--- src/rtl/spi_frame_builder.sv ---
// spi_frame_builder: debounced TX frame builder for the SPI slave, with RX command decode and link-loss timeout.
// Optional build macro: PRS_FRAME_PARITY_EN sets the frame LSB to odd parity. When it is undefined, the LSB is 0.
module spi_frame_builder #(
    parameter int DIN_BITS    = 12,
    parameter int DEB_CYCLES  = 16,
    parameter int TIMEOUT_CYC = 50000,
    parameter int TO_CNT_BITS = 16
) (
    input  logic                  i_clk,
    input  logic                  i_rst,
    input  logic [DIN_BITS-1:0]   i_din,
    input  logic                  i_ssel_n,
    input  logic                  i_data_capt_st,
    input  logic [1:0]            i_RX_buff,
    output logic [DIN_BITS+3:0]   o_TX_buff,
    output logic                  o_ctrl,
    output logic                  o_flag_chg,
    output logic                  o_link_lost
);
    localparam int DC_BITS = $clog2(DEB_CYCLES);
    typedef enum logic [1:0] {IDLE, LOCKED, COMMIT} state_t;
    state_t state_q, state_d;
    logic [DIN_BITS-1:0] din_s1, din_s2, din_prev, din_deb;
    logic [DC_BITS-1:0] deb_cnt;
    logic [TO_CNT_BITS-1:0] to_cnt;
    logic [2:0] seq;
    logic ss_s1, ss_n, capt_prev, capt_seen, par;
    logic stable, accept, flag_set, done;
`ifdef PRS_FRAME_PARITY_EN
    assign par = ~^{seq, din_deb};
`else
    assign par = 1'b0;
`endif
    assign o_link_lost = to_cnt == TO_CNT_BITS'(TIMEOUT_CYC);
    always_comb begin
        state_d  = IDLE;
        stable   = din_s2 == din_prev;
        accept   = stable && deb_cnt == DC_BITS'(DEB_CYCLES - 1);
        flag_set = accept && din_s2 != din_deb;
        done     = state_q == COMMIT && capt_seen;
        case (state_q)
            IDLE:    state_d = ss_n ? IDLE : LOCKED;
            LOCKED:  state_d = ss_n ? COMMIT : LOCKED;
            default: state_d = IDLE;
        endcase
    end
    always_ff @(posedge i_clk or posedge i_rst)
        if (i_rst) state_q <= IDLE;
        else       state_q <= state_d;
    // Select synchronizer resets to the idle (deselected) level so reset release never opens a transaction.
    always_ff @(posedge i_clk or posedge i_rst) begin
        if (i_rst) begin
            din_s1     <= '0;
            din_s2     <= '0;
            din_prev   <= '0;
            din_deb    <= '0;
            deb_cnt    <= '0;
            to_cnt     <= '0;
            seq        <= '0;
            ss_s1      <= 1'b1;
            ss_n       <= 1'b1;
            capt_prev  <= 1'b0;
            capt_seen  <= 1'b0;
            o_TX_buff  <= '0;
            o_ctrl     <= 1'b0;
            o_flag_chg <= 1'b0;
        end else begin
            din_s1     <= i_din;
            din_s2     <= din_s1;
            din_prev   <= din_s2;
            ss_s1      <= i_ssel_n;
            ss_n       <= ss_s1;
            capt_prev  <= i_data_capt_st;
            deb_cnt    <= !stable ? '0 : accept ? deb_cnt : deb_cnt + 1'b1;
            din_deb    <= accept ? din_s2 : din_deb;
            o_flag_chg <= flag_set | (o_flag_chg & ~(done && i_RX_buff == 2'b01));
            to_cnt     <= done ? '0 : o_link_lost ? to_cnt : to_cnt + 1'b1;
            if (state_q == IDLE)
                o_TX_buff <= {seq, din_deb, par};
            if (state_q == LOCKED && i_data_capt_st && !capt_prev)
                capt_seen <= 1'b1;
            if (state_q == COMMIT)
                capt_seen <= 1'b0;
            if (done)
                seq <= i_RX_buff == 2'b11 ? 3'd0 : seq + 3'd1;
            if (done && i_RX_buff == 2'b10)
                o_ctrl <= ~o_ctrl;
        end
    end
endmodule

--- config.mk ---
export PLATFORM = sky130hd
export DESIGN_NAME = spi_frame_builder
export DESIGN_NICKNAME = d
export VERILOG_FILES = /design/src/rtl/spi_frame_builder.sv
export SDC_FILE = /design/constraint.sdc
export NUM_CORES = 1
export LEC_CHECK = 0
export CORE_ASPECT_RATIO = 1.5
export CORE_MARGIN = 2
export CORE_UTILIZATION = 40
export CTS_CLUSTER_SIZE = 12
export DETAILED_ROUTE_END_ITERATION = 16
export GPL_ROUTABILITY_DRIVEN = 0
export PLACE_DENSITY = 0.71
export SLEW_MARGIN = 20
export SYNTH_ARGS = -nofsm -noshare
export SYNTH_HDL_FRONTEND = slang
export SYNTH_SLANG_ARGS = --single-unit
export TNS_END_PERCENT = 50
--- constraint.sdc ---
create_clock -name i_clk -period 3.5 [get_ports i_clk]
set_clock_uncertainty 0.1 [all_clocks]
set_input_delay 0.7 -clock i_clk [delete_from_list [all_inputs] [get_ports i_clk]]
set_output_delay 0.7 -clock i_clk [all_outputs]
set_load 0.02 [all_outputs]
Yosys cells after proc, flatten, opt, wreduce, memory -nomap -nowiden
Index checks and enable logic that the tools add are counted.

Bits of input ports: 18. Register bits after elaboration: 94. Logic and storage cells: 53.

Mux-type cells: 10. Add/sub/neg operators: 3. Reduce and logical (&&, ||, !) cells: 10. Eq/ne operators: 11. Bitwise logic cells: 4.

Operators with widths (count): two-way mux 16 bit (2); adder 16 x 1 -> 16 bit, second input constant (1); equality test 16 bit, second input constant (1); equality test 12 bit (1); inequality test 12 bit (1); two-way mux 4 bit (2); logical AND 1 bit (7); equality test 2 bit, second input constant (3); adder 4 x 1 -> 4 bit, second input constant (1); equality test 2 x 1 -> 1 bit, second input constant (2); equality test 4 bit, second input constant (1); one-hot mux 2 bit (2 select lines) (1); adder 3 x 1 -> 3 bit, second input constant (1); two-way mux 1 bit (3); two-way mux 3 bit (1); zero test 2 bit (1); two-way mux 2 bit (1); inequality test 2 x 1 -> 1 bit, second input constant (1); inequality test 2 bit, second input constant (1); inverter 1 bit (2); nonzero test 2 bit (1); bitwise AND 1 bit (1); zero test 1 bit (1); bitwise OR 1 bit (1).

Logic depth before layout (Yosys ltp)
Gate-level depths: netlist of the first run.

Word-level depth: 6. Mapped depth: 6.

Worst setup path before layout of the first run
No wires, ideal clock.

Kind: register -> output. Start point: register to_cnt[0]. End point: output port o_link_lost. Arrival: 1.106 ns. Cell stages (with the launch flop): 6. Path slack: 1.594 ns. Buffers on the path: 0. Cell sequence: dfrtp_1 inv_1 ha_1 and3_1 nand4_1 inv_1.

Word-level cells in the longest chain between the ends: 1.

Ends and longest elaborated chain: start: declaration (RTL line 25) `logic [TO_CNT_BITS-1:0] to_cnt;`; start signal: assignment (RTL line 77) `to_cnt <= done ? '0 : o_link_lost ? to_cnt : to_cnt + 1'b1;`; equality test 16 bit (RTL line 34) `assign o_link_lost = to_cnt == TO_CNT_BITS'(TIMEOUT_CYC);`; end: declaration (RTL line 18) `output logic o_link_lost`.

No other way between the ends.

Worst setup path in the final report of the first run
Start point: register to_cnt[2]. End point: output port o_link_lost.

The elaborated chain is that of the path after synthesis.

==> results.ini, run 1 <==
[clock_network]
clock_latency_ps = 340
postCtsHoldBufs = 0
cts_setup_buffers = 0
cts_root_buf = clkbuf_16
cts_tree = built
cts.sinks = 94
cts_htree_levels = 3
cts_buffers = 9
post_cts_resized = 0
clkTransAtPathRegs_ps = 60
clock_path_buffers = 2

[global_routing]
antenna_found_initial = 0
grt_use_total_pct = 14.5
grt_max_degree = 48
first_global_vias = 2181
grt_first_pass_wirelength_um = 10600
overflow = 0

[power]
p_leak_nw = 2.06
p_per_area_mw_per_mm2 = 563
ir_worst_vdd_mv = 0.329

[sta]
post-route-period-util_pct = 82.2
max_freq_ghz = 0.348
finalWorstSetupSlack_ps = 623
period_minus_slack_ps = 2880
final-hold-violation-count = 0
finalSetupViolCount = 0
rsz0062_at_grt = false
report.final.slew_viol_count = 0
slew-limit-headroom_pct = 46.1
max_slew.worst_pin.slew_ps = 807
fin_tns_setup_ps = 0

[final_layout]
area_growth_pct = 20.8
fillerInstances = 753
n_antenna_cell = 0
layout_common_cells = dfrtp_1 (92), clkdlybuf4s50_1 (35), xor2_1 (28)
mostFrequentLayoutCell = dfrtp_1
finalInstanceArea_mm2 = 0.00445
fin_nets = 336
drive_above_1_share_pct = 15.7

[routing]
wl_um = 6230
top_layer = met4
wl_per_cell_um = 14.5
route.met2.wl_um = 3320
vias_per_cell = 5.02
drt_first_pass_iters = 4
drt_iter0_drc = 99
wl_met1_um = 2500
num_vias = 2153
drc_errors = 0
met3WireLength_um = 244
antenna_left = 0

[synth]
seq_area_frac_synth_pct = 63.9
synth_seq_cells = 94
async_flop_share_pct = 100
yosysWarnings = 0
netlist_area_mm2 = 0.00369
syn-num-nets = 293
synth.distinct_cells = 36
syn_avg_cell_area_um2 = 13.6
synthTopCellsByArea = dfrtp_1 (62%), xor2_1 (6.7%), mux2_2 (5.5%), mux2_4 (3.7%), nor2_1 (2.1%)
synth_cells = 271
synth_edf_count = 0
yosysTopAreaCell = dfrtp_1
synth_flop_cell = dfrtp_1
synth_top_area_share_pct = 62.5

[outcome]
status = complete, no violations

[floorplanning]
die_h_um = 122
io_pins = 37
start_util_pct = 41.5
die_w_um = 82.4
rows = 42
core_area_mm2 = 0.00888
dieArea_mm2 = 0.0100

[worst_setup_path]
r2r-start = din_s2[11]
r2r-end = din_deb[9]
cp_max_fo = 8
cp-start-kind = register
r2r_cells = 4
regToRegSetupSlack_ps = 1140
crit_required_ps = 2700
cp-startpoint = to_cnt[2]
crit_type = register to output port
arrival_ps = 2080
end_kind = output port

[place]
post-dp-hpwl_um = 4270
placed_area_mm2 = 0.00416
place_ws_ps = 993
io_buffers = 35

[hold_path]
min_path_cells = 0
hold_end = din_s2[6]
min-delay-path-class = register to register
min_from = din_s1[6]

[run]
cap_violations = 0

## worst max-delay path, cell delays in order (launching register included)
cell and delay [ps]:
dfrtp_1 460, nor4_1 300, nand4_1 270, inv_1 110, clkdlybuf4s50_1 600
## cell usage after synthesis, types with 4 or more instances
cell,instances
dfrtp_1,92
xor2_1,28
nor2_1,21
mux2_2,18
nand2_1,12
mux2_4,9
nand3_1,9
xnor2_1,9
inv_1,7
nor3_1,6
nor4_1,6
o21ai_0,6
a21oi_1,4
ha_1,4
nand3b_1,4
nand4_1,4
## kinds of logic after synthesis
kind of cell / count (synthesis) / share of synthesized area (%)
compound gates: 13 / 1.93
simple gates: 79 / 11.8
mux: 30 / 9.98
fa+ha+maj: 4 / 1.36
buf+inv: 13 / 2.10
xor+xnor: 37 / 8.79
other cells: 1 / 0.102
flops: 94 / 63.9
## power by group
part	leakage, nW	internal (mW)	switching [mW]
sequential	1.20	1.18	0.0925
clock	0.144	0.573	0.376
combinational	0.714	0.143	0.143
total	2.06	1.90	0.611
## final cells by class
type	instances	area [µm²]	share of cell area, %
clock buffer	13	250	5.62
clock inverter	3	43.8	0.983
inverter	7	27.5	0.618
multi-input combinational	164	1250	28.2
sequential	94	2350	52.9
tap	110	138	3.09
timing repair buffer	38	385	8.65
## worst max-delay path by stage
stage,to,depth (start not counted)
floorplan,capt_prev,1
global placement,o_link_lost,6
detailed placement,o_link_lost,4
CTS,o_link_lost,4
global route,o_link_lost,4
finish,o_link_lost,4
## stage by stage
step	hold slack (ps)	cells	power [mW]	util, %
detailed placement	235	413	1.58	46.8
global placement	233	413	1.57	46.8
floorplan	231	271	1.46	-
finish	249	429	2.51	50.1
CTS	249	429	2.55	50.1
global route	259	429	2.65	50.1
## routing by layer
metal  vias up  global-route usage [%]
li1       1014                       -
met3        13                    4.37
met4         0                    7.29
met5         -                       0
met2        46                    23.4
met1      1080                    17.2
## flip-flops by register name, indices dropped and copies added (netlist names), 2 cells and up
register and cells:
o_TX_buff 15, deb_cnt 4, din_s1 12, din_s2 12
seq 3, din_deb 12, din_prev 12, state_q 2
to_cnt 16
No activity file was read; power rests on OpenSTA's default activity.
==> run 2: changes to the inputs <==
clock period = 2.69 ns   (was 3.5 ns; I/O delays follow)
==> run 2 against run 1 <==
Against the previous run:
- via count unchanged
- sequential cell count is the same
- critical endpoint unchanged
- sequential power grew 31%
- non-clock buffer count rose by 3
- clock power is 29% higher
- core utilization rose by 0.34 points
- worst setup slack got worse by 190 ps
- design area increased by 0.67%
- sequential share of layout area is 0.35 points lower
- worst hold slack lost 1.6 ps
- clock-buffer cell count is 1 higher
- first-iteration DRC count increased by 49%
- largest cell class unchanged
==> results.ini, run 2 (synthesis gave the netlist of run 1 again) <==
[power]
ir_worst_vdd_mv = 0.459  ; +40%
p_leak_nw = 2.08  ; +1.2%
p_per_area_mw_per_mm2 = 727  ; +29%

[routing]
drt_first_pass_iters = 4  ; unchanged
drt_iter0_drc = 148  ; +49%
wl_per_cell_um = 14.4  ; -0.51%
drc_errors = 0  ; unchanged
wl_um = 6230  ; about the same
vias_per_cell = 5.00  ; -0.46%
antenna_left = 0  ; unchanged
num_vias = 2153  ; unchanged

[clock_network]
cts.sinks = 94  ; unchanged
postCtsHoldBufs = 0  ; unchanged
cts_buffers = 9  ; unchanged
cts_tree = built
clock_path_buffers = 2  ; unchanged
clkTransAtPathRegs_ps = 60  ; about the same
clock_latency_ps = 340  ; about the same
cts_root_buf = clkbuf_16
cts_htree_levels = 3  ; unchanged

[global_routing]
grt_first_pass_wirelength_um = 10700  ; +0.91%
grt_use_total_pct = 14.5  ; about the same
antenna_found_initial = 0  ; unchanged
grt_max_degree = 59  ; +23%
overflow = 0  ; unchanged
first_global_vias = 2239  ; +2.7%

[sta]
report.final.slew_viol_count = 0  ; unchanged
max_freq_ghz = 0.443
rsz0062_at_grt = false
final-hold-violation-count = 0  ; unchanged
fin_tns_setup_ps = 0  ; unchanged
period_minus_slack_ps = 2260
post-route-period-util_pct = 84.0
finalSetupViolCount = 0  ; unchanged

[worst_setup_path]
arrival_ps = 1620  ; -460 ps
cp-start-kind = register
crit_type = register to output port
crit_required_ps = 2050  ; -650 ps
cp_max_fo = 8  ; unchanged
end_kind = output port

[final_layout]
area_growth_pct = 21.6
n_antenna_cell = 0  ; unchanged
fillerInstances = 787  ; +4.5%
post-route-util_pct = 50.5  ; +0.34 points
largest_reg_flops = 16  ; unchanged
mostFrequentLayoutCell = dfrtp_1
fin_nets = 339  ; +0.89%
biggestRegsByFlops = to_cnt x16, o_TX_buff x15
max_flop_register = to_cnt
drive_above_1_share_pct = 16.5  ; +0.84 points
layout_common_cells = dfrtp_1 (92), clkdlybuf4s50_1 (34), xor2_1 (28)

[hold_path]
min-delay-path-class = register to register

[place]
io_buffers = 35  ; unchanged
post-dp-hpwl_um = 4340  ; +1.5%

[floorplanning]
rows = 42  ; unchanged
start_util_pct = 41.5  ; unchanged
dieArea_mm2 = 0.0100  ; unchanged
io_pins = 37  ; unchanged
die_h_um = 122  ; unchanged
core_area_mm2 = 0.00888  ; unchanged
die_w_um = 82.4  ; unchanged

[run]
cap_violations = 0  ; unchanged

[outcome]
status = complete, no violations

## run 2: area by class of cell
| type | instances | area [µm²] | area share (%) |
|---|---|---|---|
| sequential | 94 | 2350 | 52.5 |
| multi-input combinational | 164 | 1270 | 28.2 |
| timing repair buffer | 41 | 410 | 9.15 |
| clock buffer | 14 | 254 | 5.67 |
| tap | 110 | 138 | 3.07 |
| clock inverter | 1 | 30.0 | 0.670 |
| inverter | 7 | 30.0 | 0.670 |
## run 2: path summary, 6_finish.rpt
check | start | endpoint | slack, ps | depth (start not counted)
min | din_s1[2] | din_s2[2] | 250 | 0
min in group asynchronous | i_rst | o_TX_buff[4] | 470 | 2
max in group asynchronous | i_rst | ss_s1 | 1360 | 3
max | to_cnt[2] | o_link_lost | 430 | 4
max reg2reg | din_s2[11] | din_deb[9] | 640 | 5
min reg2reg | din_s1[2] | din_s2[2] | 250 | 0
## run 2: per-stage QoR
step           power [mW]  setup slack [ps]  cell area (µm²)  hold WS, ps  cells
3_3_place_gp         2.04               342             4180          233    415
4_1_cts              3.30              58.4             4470          249    431
2_1_floorplan        1.89               881             3690          231    271
3_5_place_dp         2.06               329             4180          236    415
6_report             3.26               430             4480          247    431
5_1_grt              3.44               294             4480          255    431
## run 2: report_power, final
part           switching, mW  internal (mW)  total, mW
clock network          0.477          0.741       1.22
registers              0.122           1.54       1.66
logic                  0.188          0.193      0.381
total                  0.787           2.47       3.26
## run 2: worst max-delay path, cell delays in order, from the launching register on
cell            delay [ps]
dfrtp_1                470
nor4_2                 340
nand4_1                180
inv_1                   80
dlymetal6s2s_1         220
## run 2: layer usage
layer  share of wire [%]  GRT usage (%)  up-vias
li1                    -              -     1017
met5                   0              0        -
met3                 3.7           3.63       11
met2                  54           23.3       34
met4                 2.3           7.29        0
met1                  40           17.7     1091
## run 2: timing repair
action                                  in CTS  in global routing
buffers inserted                             1                  0
pin swaps                                    1                  0
endpoints found under the setup margin       1                  1
resized for setup                            0                  3
==> run 3: changes to the inputs <==
clock period = 2.2 ns   (was 2.69 ns; I/O delays follow)
==> run 3 against run 2 <==
Against the previous run:
- core utilization increased by 1.0 points
- sequential share of layout area decreased by 1.0 points
- register-to-register slack got worse by 410 ps
- largest cell class unchanged
- worst hold slack got worse by 1.9 ps
- worst setup slack got worse by 250 ps
- total power increased by 23%
- critical path depth unchanged
- via count increased by 1.7%
- highest routed layer unchanged
- sequential cell count unchanged
- first-iteration DRC count decreased by 5.4%
==> results.ini, run 3 (synthesis gave the netlist of run 1 again) <==
[floorplanning]
die_h_um = 122  ; unchanged
core_area_mm2 = 0.00888  ; unchanged
start_util_pct = 41.5  ; unchanged
die_w_um = 82.4  ; unchanged
rows = 42  ; unchanged
dieArea_mm2 = 0.0100  ; unchanged
io_pins = 37  ; unchanged

[worst_setup_path]
r2r-start = din_s2[11]
r2r_cells = 5  ; unchanged
regToRegSetupSlack_ps = 230  ; -410 ps
cp-start-kind = register
cp-startpoint = to_cnt[6]
crit_required_ps = 1660  ; -390 ps
end_kind = output port
crit_type = register to output port
r2r-end = din_deb[8]
cp_max_fo = 3  ; -5
arrival_ps = 1480  ; -140 ps

[final_layout]
drive_above_1_share_pct = 19.0  ; +2.5 points
mostFrequentLayoutCell = dfrtp_1
fillerInstances = 763  ; -3.0%
layout_common_cells = dfrtp_1 (92), clkdlybuf4s50_1 (34), xor2_1 (28)
max_flop_register = to_cnt
biggestRegsByFlops = to_cnt x16, o_TX_buff x15
n_antenna_cell = 0  ; unchanged
ff_latch_area_mm2 = 0.00235  ; unchanged
multiInputGateArea_mm2 = 0.00127  ; +0.20%
largest_reg_flops = 16  ; unchanged
area_growth_pct = 24.1
fin_nets = 349  ; +2.9%

[sta]
final-hold-violation-count = 0  ; unchanged
period_minus_slack_ps = 2020
max_freq_ghz = 0.495
rsz0062_at_grt = false
finalSetupViolCount = 0  ; unchanged
report.final.slew_viol_count = 0  ; unchanged
finalWorstSetupSlack_ps = 178  ; -252 ps
fin_tns_setup_ps = 0  ; unchanged
post-route-period-util_pct = 91.9

[power]
power_frac_comb_pct = 14.4  ; +2.7 points
p_leak_nw = 2.12  ; +1.9%
pwr-share-seq_pct = 49.2  ; -1.7 points
p_clk_share_pct = 36.3  ; -1.1 points
p_int_mw = 3.05  ; +24%
ir_worst_vdd_mv = 0.709  ; +54%
p_switching_mw = 0.971  ; +23%
power.share.switching_pct = 24.1  ; about the same
p_per_area_mw_per_mm2 = 880  ; +21%

[global_routing]
antenna_found_initial = 0  ; unchanged
grt_use_total_pct = 14.5  ; about the same
overflow = 0  ; unchanged
first_global_vias = 2326  ; +3.9%
grt_first_pass_wirelength_um = 10700  ; about the same
grt_max_degree = 52  ; -12%

[hold_path]
min_from = din_s1[10]
min_path_cells = 0  ; unchanged
hold_end = din_s2[10]
min-delay-path-class = register to register

[clock_network]
cts.sinks = 94  ; unchanged
cts_htree_levels = 3  ; unchanged
clock_latency_ps = 330  ; about the same
cts_root_buf = clkbuf_16
clkTransAtPathRegs_ps = 60  ; about the same
clock_path_buffers = 2  ; unchanged
cts_buffers = 9  ; unchanged
cts_tree = built

[routing]
antenna_left = 0  ; unchanged
drt_iter0_drc = 140  ; -5.4%
wl_per_cell_um = 14.2  ; -1.8%
vias_per_cell = 4.95  ; -0.81%
drc_errors = 0  ; unchanged
num_vias = 2190  ; +1.7%
wl_um = 6270  ; +0.71%
drt_first_pass_iters = 4  ; unchanged

[place]
io_buffers = 35  ; unchanged
place_ws_ps = 113  ; -217 ps
post-dp-hpwl_um = 4370  ; +0.78%

[outcome]
status = complete, no violations

[run]
cap_violations = 0  ; unchanged

[run 3: how the worst max path moves through the flow]
stage,endpoint,slack [ps]
after floorplan,din_deb[0],390
after CTS,o_link_lost,20
after detailed placement,o_link_lost,110
after global placement,o_link_lost,130
final,o_link_lost,180
after global routing,o_link_lost,90
[run 3: power by group through the flow]
stage,sequential (mW),clock (mW),combinational [mW]
2_1_floorplan,2.06,0,0.251
3_3_place_gp,2.00,0,0.573
3_5_place_dp,2.01,0,0.581
4_1_cts,1.98,1.52,0.586
5_1_grt,2.00,1.60,0.647
6_report,1.98,1.46,0.581
[run 3: routing by layer]
layer	part of all wire [%]	wire, µm	GRT usage (%)
met2	53	3330	24.4
met4	2.4	152	6.98
met1	41	2560	16.5
met5	0	0	0
met3	3.6	225	4.22
[run 3: what timing repair did]
item	CTS	global route
gates resized for setup	2	3
hold buffers	0	0
setup endpoints to repair	1	1
buffers inserted	0	0
[run 3: layout make-up]
| cell class | count | area share, % |
|---|---|---|
| timing repair buffer | 51 | 11.0 |
| sequential | 94 | 51.5 |
| multi-input combinational | 164 | 27.7 |
| clock buffer | 14 | 5.34 |
| inverter | 7 | 0.657 |
| clock inverter | 2 | 0.766 |
| tap | 110 | 3.01 |
[run 3: critical path: stages, from the launching register on]
cell      delay, ps
dfrtp_1         420
nor4bb_4        340
nand4_1         160
inv_1            80
clkbuf_2        160
[run 3: through the flow]
step	utilization, %	hold WS, ps	cell area (µm²)	total power, mW	cells
floorplan	-	231	3690	2.32	271
global placement	48.2	232	4280	2.57	426
detailed placement	48.2	236	4280	2.59	426
CTS	51.4	249	4570	4.08	442
global route	51.5	255	4570	4.25	442
finish	51.5	245	4570	4.02	442
